==> src/rtl/window_minmax.sv <==
// Windowed running max/min tracker with index capture, fed by the 8-bit
// magnitude comparator; one result per WINDOW accepted samples.

module comparator8 (
  input  logic [7:0] a,
  input  logic [7:0] b,
  output logic       p,
  output logic       q
);
  assign p = (a > b);
  assign q = (a < b);
endmodule

module window_minmax #(
  parameter int unsigned WINDOW = 8,
  parameter int unsigned IDXW   = 3
) (
  input  logic            clk,
  input  logic            reset,
  input  logic            clear,
  input  logic            in_valid,
  output logic            in_ready,
  input  logic [7:0]      in_data,
  output logic            out_valid,
  input  logic            out_ready,
  output logic [7:0]      out_max,
  output logic [7:0]      out_min,
  output logic [IDXW-1:0] out_max_idx,
  output logic [IDXW-1:0] out_min_idx
);

  localparam logic [IDXW-1:0] LAST_IDX = IDXW'(WINDOW - 1);

  typedef enum logic {ACCUM, HOLD} state_t;

  state_t          state_q, state_d;
  logic [IDXW-1:0] count_q, count_d;
  logic [7:0]      max_q, max_d, min_q, min_d;
  logic [IDXW-1:0] max_idx_q, max_idx_d, min_idx_q, min_idx_d;
  logic            in_ready_q, in_ready_d;
  logic            out_valid_q, out_valid_d;

  logic gt_max, lt_min;
  logic cmp_max_lt_unused, cmp_min_gt_unused;
  logic accept;

  // in_data > stored max, and in_data < stored min
  comparator8 u_cmp_max (.a(in_data), .b(max_q), .p(gt_max),            .q(cmp_max_lt_unused));
  comparator8 u_cmp_min (.a(in_data), .b(min_q), .p(cmp_min_gt_unused), .q(lt_min));

  assign accept = in_valid && (state_q == ACCUM);

  always_ff @(posedge clk or negedge reset) begin
    if (!reset) begin
      state_q     <= ACCUM;
      count_q     <= '0;
      max_q       <= '0;
      min_q       <= '0;
      max_idx_q   <= '0;
      min_idx_q   <= '0;
      in_ready_q  <= 1'b1;
      out_valid_q <= 1'b0;
    end else begin
      state_q     <= state_d;
      count_q     <= count_d;
      max_q       <= max_d;
      min_q       <= min_d;
      max_idx_q   <= max_idx_d;
      min_idx_q   <= min_idx_d;
      in_ready_q  <= in_ready_d;
      out_valid_q <= out_valid_d;
    end
  end

  always_comb begin
    state_d     = state_q;
    count_d     = count_q;
    max_d       = max_q;
    min_d       = min_q;
    max_idx_d   = max_idx_q;
    min_idx_d   = min_idx_q;
    in_ready_d  = in_ready_q;
    out_valid_d = out_valid_q;

    case (state_q)
      ACCUM: begin
        if (accept) begin
          if (count_q == '0) begin
            max_d     = in_data;
            min_d     = in_data;
            max_idx_d = '0;
            min_idx_d = '0;
          end else begin
            // strict compares so ties keep the earlier index
            if (gt_max) begin
              max_d     = in_data;
              max_idx_d = count_q;
            end
            if (lt_min) begin
              min_d     = in_data;
              min_idx_d = count_q;
            end
          end
          if (count_q == LAST_IDX) begin
            state_d     = HOLD;
            count_d     = '0;
            in_ready_d  = 1'b0;
            out_valid_d = 1'b1;
          end else begin
            count_d = count_q + IDXW'(1);
          end
        end
      end
      HOLD: begin
        if (out_ready) begin
          state_d     = ACCUM;
          in_ready_d  = 1'b1;
          out_valid_d = 1'b0;
        end
      end
      default: begin
        state_d     = ACCUM;
        in_ready_d  = 1'b1;
        out_valid_d = 1'b0;
      end
    endcase

    // abort wins over any same-cycle accept or output handshake
    if (clear) begin
      state_d     = ACCUM;
      count_d     = '0;
      max_d       = max_q;
      min_d       = min_q;
      max_idx_d   = max_idx_q;
      min_idx_d   = min_idx_q;
      in_ready_d  = 1'b1;
      out_valid_d = 1'b0;
    end
  end

  assign in_ready    = in_ready_q;
  assign out_valid   = out_valid_q;
  assign out_max     = max_q;
  assign out_min     = min_q;
  assign out_max_idx = max_idx_q;
  assign out_min_idx = min_idx_q;

endmodule

==> config.mk <==
export PLATFORM = sky130hd
export DESIGN_NAME = window_minmax
export DESIGN_NICKNAME = d
export VERILOG_FILES = /design/src/rtl/window_minmax.sv
export SDC_FILE = /design/constraint.sdc
export NUM_CORES = 1
export LEC_CHECK = 0
export ABC_CLOCK_PERIOD_IN_PS = 1900
export CAP_MARGIN = 20
export CORE_MARGIN = 1
export CORE_UTILIZATION = 25
export DETAILED_ROUTE_END_ITERATION = 7
export PLACE_DENSITY_LB_ADDON = 0.12
export SYNTH_ARGS = -nofsm -noshare
export SYNTH_HDL_FRONTEND = slang
export SYNTH_HIERARCHICAL = 1
export SYNTH_SLANG_ARGS = --single-unit
export TNS_END_PERCENT = 100
==> constraint.sdc <==
create_clock -name clk -period 1.9 [get_ports clk]
set_input_delay 0.57 -clock clk [delete_from_list [all_inputs] [get_ports clk]]
set_output_delay 0.57 -clock clk [all_outputs]
set_load 0.03 [all_outputs]
==> Word-level counts from Yosys, hierarchy flattened <==
Cells that the tools add are included.
{ "totals": {"regBits": 28, "in_bits": 13, "out_inout_bits": 24, "elab_cells": 54} }
{ "op_classes": {"add_sub_neg": 1, "n_lt_le_gt_ge": 2, "eq_ne": 5, "mux": 27, "n_bitwise": 2, "reduce_logical": 9} }
{ "ops": {"columns": ["op", "n"], "rows": [
  ["$mux W8", 4],
  ["$mux W3", 8],
  ["$mux W1", 12],
  ["$gt A8 B8 Y1", 1],
  ["$lt A8 B8 Y1", 1],
  ["$reduce_and A4 Y1", 2],
  ["$ne A3 B3 Y1 const B", 2],
  ["$pmux W1 S2", 3],
  ["$reduce_bool A2 Y1", 3],
  ["$add A3 B1 Y3 const B", 1],
  ["$eq A3 B3 Y1 const B", 1],
  ["$logic_not A3 Y1", 1],
  ["$ne A3 B2 Y1 const B", 1],
  ["$reduce_and A3 Y1", 1],
  ["$ne A2 B2 Y1 const B", 1],
  ["$not A1 Y1", 2],
  ["$reduce_and A2 Y1", 1],
  ["$logic_and A1 B1 Y1", 1]
]} }

==> Logic depth before layout (Yosys ltp) <==
Gate-level depths: netlist (run 1).
{ "depth": {"depth_word": 5, "mapped_depth": 9, "mapped_depth_nobuf": 8} }

==> Modules after synthesis <==
The synthesis (run 1) kept the hierarchy.
{ "modules_own_cells": {"columns": ["mod", "instances", "cells_per_inst", "area_each_um2", "seq_area_each_um2"], "rows": [
  ["window_minmax", 1, 85, 1243.7, 701.9],
  ["comparator8", 2, 29, 211.5, 0.0]
]} }

==> Worst setup path after synthesis (run 1) <==
Ideal clock, no wire load.
{ "synth_path": {"kind": "reg-to-reg", "startpoint": "register max_q[1] (netlist: out_max[1])", "endpoint": "register max_q[0] (netlist: out_max[0])", "setup_ns": 0.125, "t_arrival_ns": 2.022, "required_ns": 1.775, "path_slack_ns": -0.247, "path_stages_with_launch": 10, "n_path_buf": 1, "period_less_slack_ns": 2.147, "path_cell_list": "dfrtp_1 -> inv_1 -> ha_1 -> nor2b_1 -> o211ai_2 -> a21oi_2 -> o21ba_1 -> o21ai_2 -> buf_6 -> mux2_4"} }
{ "synth_via": {"elab_chain_cells": 3} }
{ "synth_lines": {"columns": ["element", "line", "rtl"], "rows": [
  ["from (decl)", "38", "logic [7:0] max_q, max_d, min_q, min_d;"],
  ["from (signal assigned)", "66", "max_q <= max_d;"],
  ["$gt A8 B8 Y1", "10", "assign p = (a > b);"],
  ["named net gt_max", "43", "logic gt_max, lt_min;"],
  ["$reduce_bool A2 Y1 (no source line)", null, null],
  ["$reduce_and A4 Y1 (no source line)", null, null]
]} }
The timed path passes the listed nets, and every way through them passes these cells.
A chain may end at the register's enable or synchronous reset.

==> Worst setup path after layout (run 1) <==
{ "layout_path": {"startpoint": "register max_q[1] (netlist: out_max[1])", "endpoint": "register max_q[3] (netlist: out_max[3])"} }
Same word-level chain as after synthesis.

==> results of run 1 <==
[per-stage QoR]
step,area (µm²),cells
floorplan,1685,139
global placement,2270,270
detailed placement,2270,270
CTS,2430,276
global route,2451,277
finish,2451,277
[layout make-up]
cell class / count / area, µm²
tap: 77 / 96.34
multi-input combinational: 87 / 965.9
clock buffer: 3 / 41.29
clock inverter: 1 / 30.03
inverter: 22 / 82.58
timing repair buffer: 59 / 530.5
fill: 616 / 3899
sequential: 28 / 704.4
[cell usage in the layout, fill, tap and decap left out, drive strengths merged]
cell type	instances
nor2	6
nand4	3
mux2i	7
inv	22
dlymetal6s2s	4
ha	19
o21ba	1
dfrtp	27
o211ai	2
nand2	7
buf	27
o21ai	4
a21oi	10
clkdlybuf4s15	2
dfstp	1
mux2	18
clkbuf	5
dlygate4sd2	20
bufinv	1
nor3b	1
a21o	1
nand2b	3
nor2b	5
clkdlybuf4s50	4
[state kept, by name (all words and copies together) (netlist names)]
| name | flops |
|---|---|
| count_q | 3 |
| in_ready | 1 |
| out_max | 8 |
| out_max_idx | 3 |
| out_min | 8 |
| out_min_idx | 3 |
| out_valid | 1 |
| state_q | 1 |
[report_power, final]
part / total [W] / internal, W / switching, W
registers: 0.000779 / 0.000699 / 0.0000807
clock network: 0.000476 / 0.000282 / 0.000193
logic: 0.00104 / 0.000513 / 0.000526
[layer usage]
layer	share of wire	wire, µm
met5	0	0
met4	0.0060	22
met2	0.51	1882
met1	0.45	1627
met3	0.034	123
[tightest hold or removal path: cells and delay by family (launching register included)]
family   cells  cell delay [ns]
mux          1             0.06
buf+inv      1             0.05
flops        1             0.38
[worst max-delay path by stage]
stage                                      start                endpoint  depth (start not counted)  slack (ns)
after floorplan                       in_data[1]  out_max[1]$_DFFE_PN0P_                          8       -0.12
after global placement                in_data[3]  out_max[3]$_DFFE_PN0P_                          8       -0.81
after detailed placement              in_data[3]  out_max[7]$_DFFE_PN0P_                          8       -0.80
after CTS                 out_max[1]$_DFFE_PN0P_  out_max[5]$_DFFE_PN0P_                          9       -0.12
after global routing      out_max[1]$_DFFE_PN0P_  out_max[7]$_DFFE_PN0P_                          9       -0.15
final                     out_max[1]$_DFFE_PN0P_  out_max[3]$_DFFE_PN0P_                          9       -0.07
[what timing repair did]
item                       4_1_cts  5_1_grt
hold buffers                     0        0
pin swaps                       11       11
gates resized for setup         62       14
setup buffers                    2        1
setup endpoints to repair       42       26
==> results.yml, run 1 <==
timing:
  worst_pin_slew_ns: 0.3764
  holdWs_ns: 0.5284
  timing.final.ws_setup_ns: -0.07264
  finalCritPeriodShare: 1.038
  fmax_ghz: 0.5069
  setup-tns-final_ns: -1.012
  setup_violations: 19
  max_slew_margin: 0.7491
  period_needed_ns: 1.973
  finalClockSkew_ns: 0.002646
  finalHoldViolCount: 0
  maxSlewViolCount: 0
  rsz0062_at_grt: "true"
run_status:
  outcome: "finished with violations"
  violations: "negative setup slack"
cts:
  clock_latency_ns: 0.27
  clkTransAtPathRegs_ns: 0.10
  cts_made_buffers: 3
  clock_path_buffers: 2
  root_buffer: "clkbuf_8"
  htreeDepth: 1
  clock_sinks: 28
  cts_tree: "built"
placement:
  hpwl_um: 2861
  port_buffers: 36
  gp_congestion: 0.7352
  dp_slack_ns: -0.7979
synthesis:
  synth_fp_nets: 171
  yosys_warnings: 6
  netlist_instances: 139
  netlist_area_um2: 1643
  syn_area_per_cell_um2: 11.82
grt:
  grt_pass1_wl_um: 6403
  use_met3: 0.02883
  grt_usage: 0.1148
  grt_overflow: 0
  grt.met2_usage: 0.2064
  grt_max_degree: 29
  grt_pass1_vias: 1351
  antenna_found_initial: 0
  use_met1: 0.1400
  busiest_layer: "met2"
cells_and_area:
  area_growth_pct: 49.20
  fin_util: 0.3860
  num_antenna_cells: 0
  drive_gt1_frac: 0.3900
  nets: 233
floorplanning:
  coreArea_um2: 6350
  start_util: 0.2587
  rows: 29
  floorplan.io_pins: 37
  die_w_um: 83.07
  die_area_um2: 6900
  chipHeight_um: 83.07
worst_setup_path:
  cp_slowest_stage_delay_ns: 0.42
  cp_data_required_time_ns: 2.07
  rr_endpoint: "out_max[3]$_DFFE_PN0P_"
  cp-start-kind: "flip-flop"
  worst_ep_arrival_time_ns: 2.14
  path_buf_inv: 2
  path_class: "reg -> reg"
  r2r_slack_ns: -0.07
  crit_slowest_cell: "dfrtp_2"
  endpoint_kind: "flip-flop"
  reg2reg_from: "out_max[1]$_DFFE_PN0P_"
  critPathTopFamily: "compound AO/OA/AOI/OAI gates"
  ff2ff_path_depth: 9
  crit_fanout: 4
  path_cells: "inv_2 > ha_4 > nor2b_4 > o211ai_2 > a21oi_2 > o21ba_4 > o21ai_4 > buf_6 > mux2_4"
detailed_routing:
  viasPerCell: 4.307
  wl_per_cell_um: 13.20
  routed_wl_um: 3656
  drtIter0Drc: 22
  ant_nets: 0
  dr.pass1.iters: 4
  via_count: 1193
  drc_errors: 0
power:
  ir_worst_vdd_mv: 0.3970
  total_leakage_power_nw: 1.293
  power_density_nw_per_um2: 936.1
  power.total_w: 0.002295
min_path:
  holdPathStages: 2
  whs_endpoint: "out_min_idx[1]$_DFFE_PN0P_"
  worstHoldStart: "out_min_idx[1]$_DFFE_PN0P_"
  min_path_type: "reg -> reg"
run:
  maxCapViolations: 0
Power figures use the tool's default switching activity.
==> run 2, diff against run 1 <==
--- a/config.mk
+++ b/config.mk
@@ -11,6 +11,7 @@
 export CORE_UTILIZATION = 25
 export DETAILED_ROUTE_END_ITERATION = 7
 export PLACE_DENSITY_LB_ADDON = 0.12
+export SLEW_MARGIN = 20
 export SYNTH_ARGS = -nofsm -noshare
 export SYNTH_HDL_FRONTEND = slang
 export SYNTH_HIERARCHICAL = 1
==> results of run 2 <==
Same layout as run 1: the final DEF is identical, and so are final timing and power.
==> run 3, diff against run 2 <==
--- a/config.mk
+++ b/config.mk
@@ -7,7 +7,7 @@
 export LEC_CHECK = 0
 export ABC_CLOCK_PERIOD_IN_PS = 1900
 export CAP_MARGIN = 20
-export CORE_MARGIN = 1
+export CORE_MARGIN = 2
 export CORE_UTILIZATION = 25
 export DETAILED_ROUTE_END_ITERATION = 7
 export PLACE_DENSITY_LB_ADDON = 0.12
==> run 3 against run 2 <==
Against the previous run:
- sequential cell count unchanged
- the run still ends with negative setup slack left
- sequential share of layout area increased by 0.27 points
- final area decreased by 0.92%
==> results.yml, run 3 (same netlist as run 1, synthesis figures left out) <==
run_status:
  outcome: "finished with violations"
  violations: "negative setup slack"
timing:
  setup_violations: 19
  worst_pin_slew_ns: 0.3816
  finalHoldViolCount: 0
  finalClockSkew_ns: 0.004397
  period_needed_ns: 1.985
  timing.final.ws_setup_ns: -0.08528
  holdWs_ns: 0.5275
  finalCritPeriodShare: 1.045
  rsz0062_at_grt: "true"
  fmax_ghz: 0.5037
  max_slew_margin: 0.7456
  maxSlewViolCount: 0
cells_and_area:
  area_growth_pct: 47.83
  most-common-layout-cells: "dfrtp_1, dlygate4sd2_1, inv_1"
  fillCellCount: 630
  nets: 233
  regArea_um2: 704.4
  num_antenna_cells: 0
  drive_gt1_frac: 0.3700
  stdcell_count: 277
  fin_util: 0.3825
  stdcell_area_um2: 2429
  mostFrequentLayoutCell: "dfrtp_1"
  multi_input_area_um2: 950.9
power:
  ir_worst_vdd_mv: 0.3934
  p_comb_frac: 0.445
  power_density_nw_per_um2: 938.3
  pwr-share-seq: 0.341
  power.total_w: 0.002279
  clockPowerShare: 0.214
  switching_share: 0.3540
  intPower_w: 0.001472
  total_leakage_power_nw: 1.247
  switching_power_w: 0.0008067
cts:
  clock_path_buffers: 2
  ctsHoldBuffers: 0
  clock_latency_ns: 0.28
  root_buffer: "clkbuf_8"
  clkTransAtPathRegs_ns: 0.11
  cts_tree: "built"
  htreeDepth: 1
  clock_sinks: 28
  cts_made_buffers: 3
grt:
  grt_usage: 0.1081
  grt_pass1_wl_um: 6196
  grt_pass1_vias: 1300
  grt_max_degree: 29
  antenna_found_initial: 0
  grt_overflow: 0
worst_setup_path:
  crit_fanout: 4
  rr_endpoint: "out_max[6]$_DFFE_PN0P_"
  r2r_slack_ns: -0.06
  endpoint_kind: "flip-flop"
  cp-start-kind: "primary input"
  path_class: "in -> reg"
  worst_ep_arrival_time_ns: 2.16
  critical_path.endpoint: "out_max[6]$_DFFE_PN0P_"
  cp_data_required_time_ns: 2.07
  reg2reg_from: "out_max[1]$_DFFE_PN0P_"
  ff2ff_path_depth: 9
  crit_path_start: "in_data[6]"
floorplanning:
  die_area_um2: 7236
  chipHeight_um: 85.07
  start_util: 0.2587
  die_w_um: 85.07
  rows: 29
  floorplan.io_pins: 37
  coreArea_um2: 6350
min_path:
  min_path_type: "reg -> reg"
placement:
  port_buffers: 36
  hpwl_um: 2877
  gp_congestion: 0.7406
  post_dp_cell_area_um2: 2270
  post-place-cells: 270
detailed_routing:
  ant_nets: 0
  drtIter0Drc: 26
  dr.pass1.iters: 2
  routed_wl_um: 3699
  viasPerCell: 4.282
  drc_errors: 0
  wl_per_cell_um: 13.35
  via_count: 1186
run:
  maxCapViolations: 0
run 3: changes by cell type in the layout (fill, tap and decap cells not counted), sizes merged:
cell           change
buf                -1
dlygate4sd2        +3
dlymetal6s2s       -3
clkbuf             -2
clkdlybuf4s15      +3
run 3: what timing repair did:
item	4_1_cts	5_1_grt
pin swaps	12	3
setup buffers	3	0
setup endpoints to repair	45	23
gates resized for setup	64	2
run 3: how the worst min path moves through the flow:
stage	depth (start not counted)	slack, ns	startpoint	to
after floorplan	0	0.27	reset	count_q[0]$_DFFE_PN0P_
after global placement	1	0.51	out_max_idx[2]$_DFFE_PN0P_	out_max_idx[2]$_DFFE_PN0P_
after detailed placement	1	0.52	out_max_idx[2]$_DFFE_PN0P_	out_max_idx[2]$_DFFE_PN0P_
after CTS	2	0.54	out_min_idx[1]$_DFFE_PN0P_	out_min_idx[1]$_DFFE_PN0P_
after global routing	2	0.56	out_min_idx[1]$_DFFE_PN0P_	out_min_idx[1]$_DFFE_PN0P_
final	2	0.53	out_min_idx[1]$_DFFE_PN0P_	out_min_idx[1]$_DFFE_PN0P_
run 3: power by group through the flow:
stage	Clock, W	Combinational (W)	Sequential (W)
after floorplan	0	0.000425	0.000978
after global placement	0	0.00102	0.000788
after detailed placement	0	0.00102	0.000795
after CTS	0.000506	0.00102	0.000781
after global routing	0.000532	0.00110	0.000798
final	0.000487	0.00101	0.000778
run 3: per-layer routing:
layer	global-route usage	vias to the layer above	share of wire
met1	0.1333	578	0.45
met2	0.1918	19	0.51
met3	0.02626	2	0.037
met4	0.02165	0	0.0059
met5	0	-	0
li1	-	587	-
run 3: area by class of cell:
type / count / share of cell area
Clock inverter: 1 / 0.01236
Tap cell: 77 / 0.03967
Inverter: 22 / 0.03400
Sequential cell: 28 / 0.2901
Multi-Input combinational cell: 87 / 0.3916
Clock buffer: 3 / 0.01700
Timing Repair Buffer: 59 / 0.2154
run 3: worst max-delay path, stage by stage:
cell             delay (ns)
clkdlybuf4s15_2        0.21
ha_1                   0.29
nand4_1                0.14
nor2_1                 0.13
o21ba_1                0.18
o21ai_4                0.18
buf_6                  0.16
mux2_4                 0.30
run 3: per-stage QoR:
stage,setup WS (ns),TNS [ns]
2_1_floorplan,-0.1180,-0.9348
3_3_place_gp,-0.8018,-15.79
3_5_place_dp,-0.7991,-15.99
4_1_cts,-0.1294,-1.518
5_1_grt,-0.1600,-2.727
6_report,-0.08528,-1.102
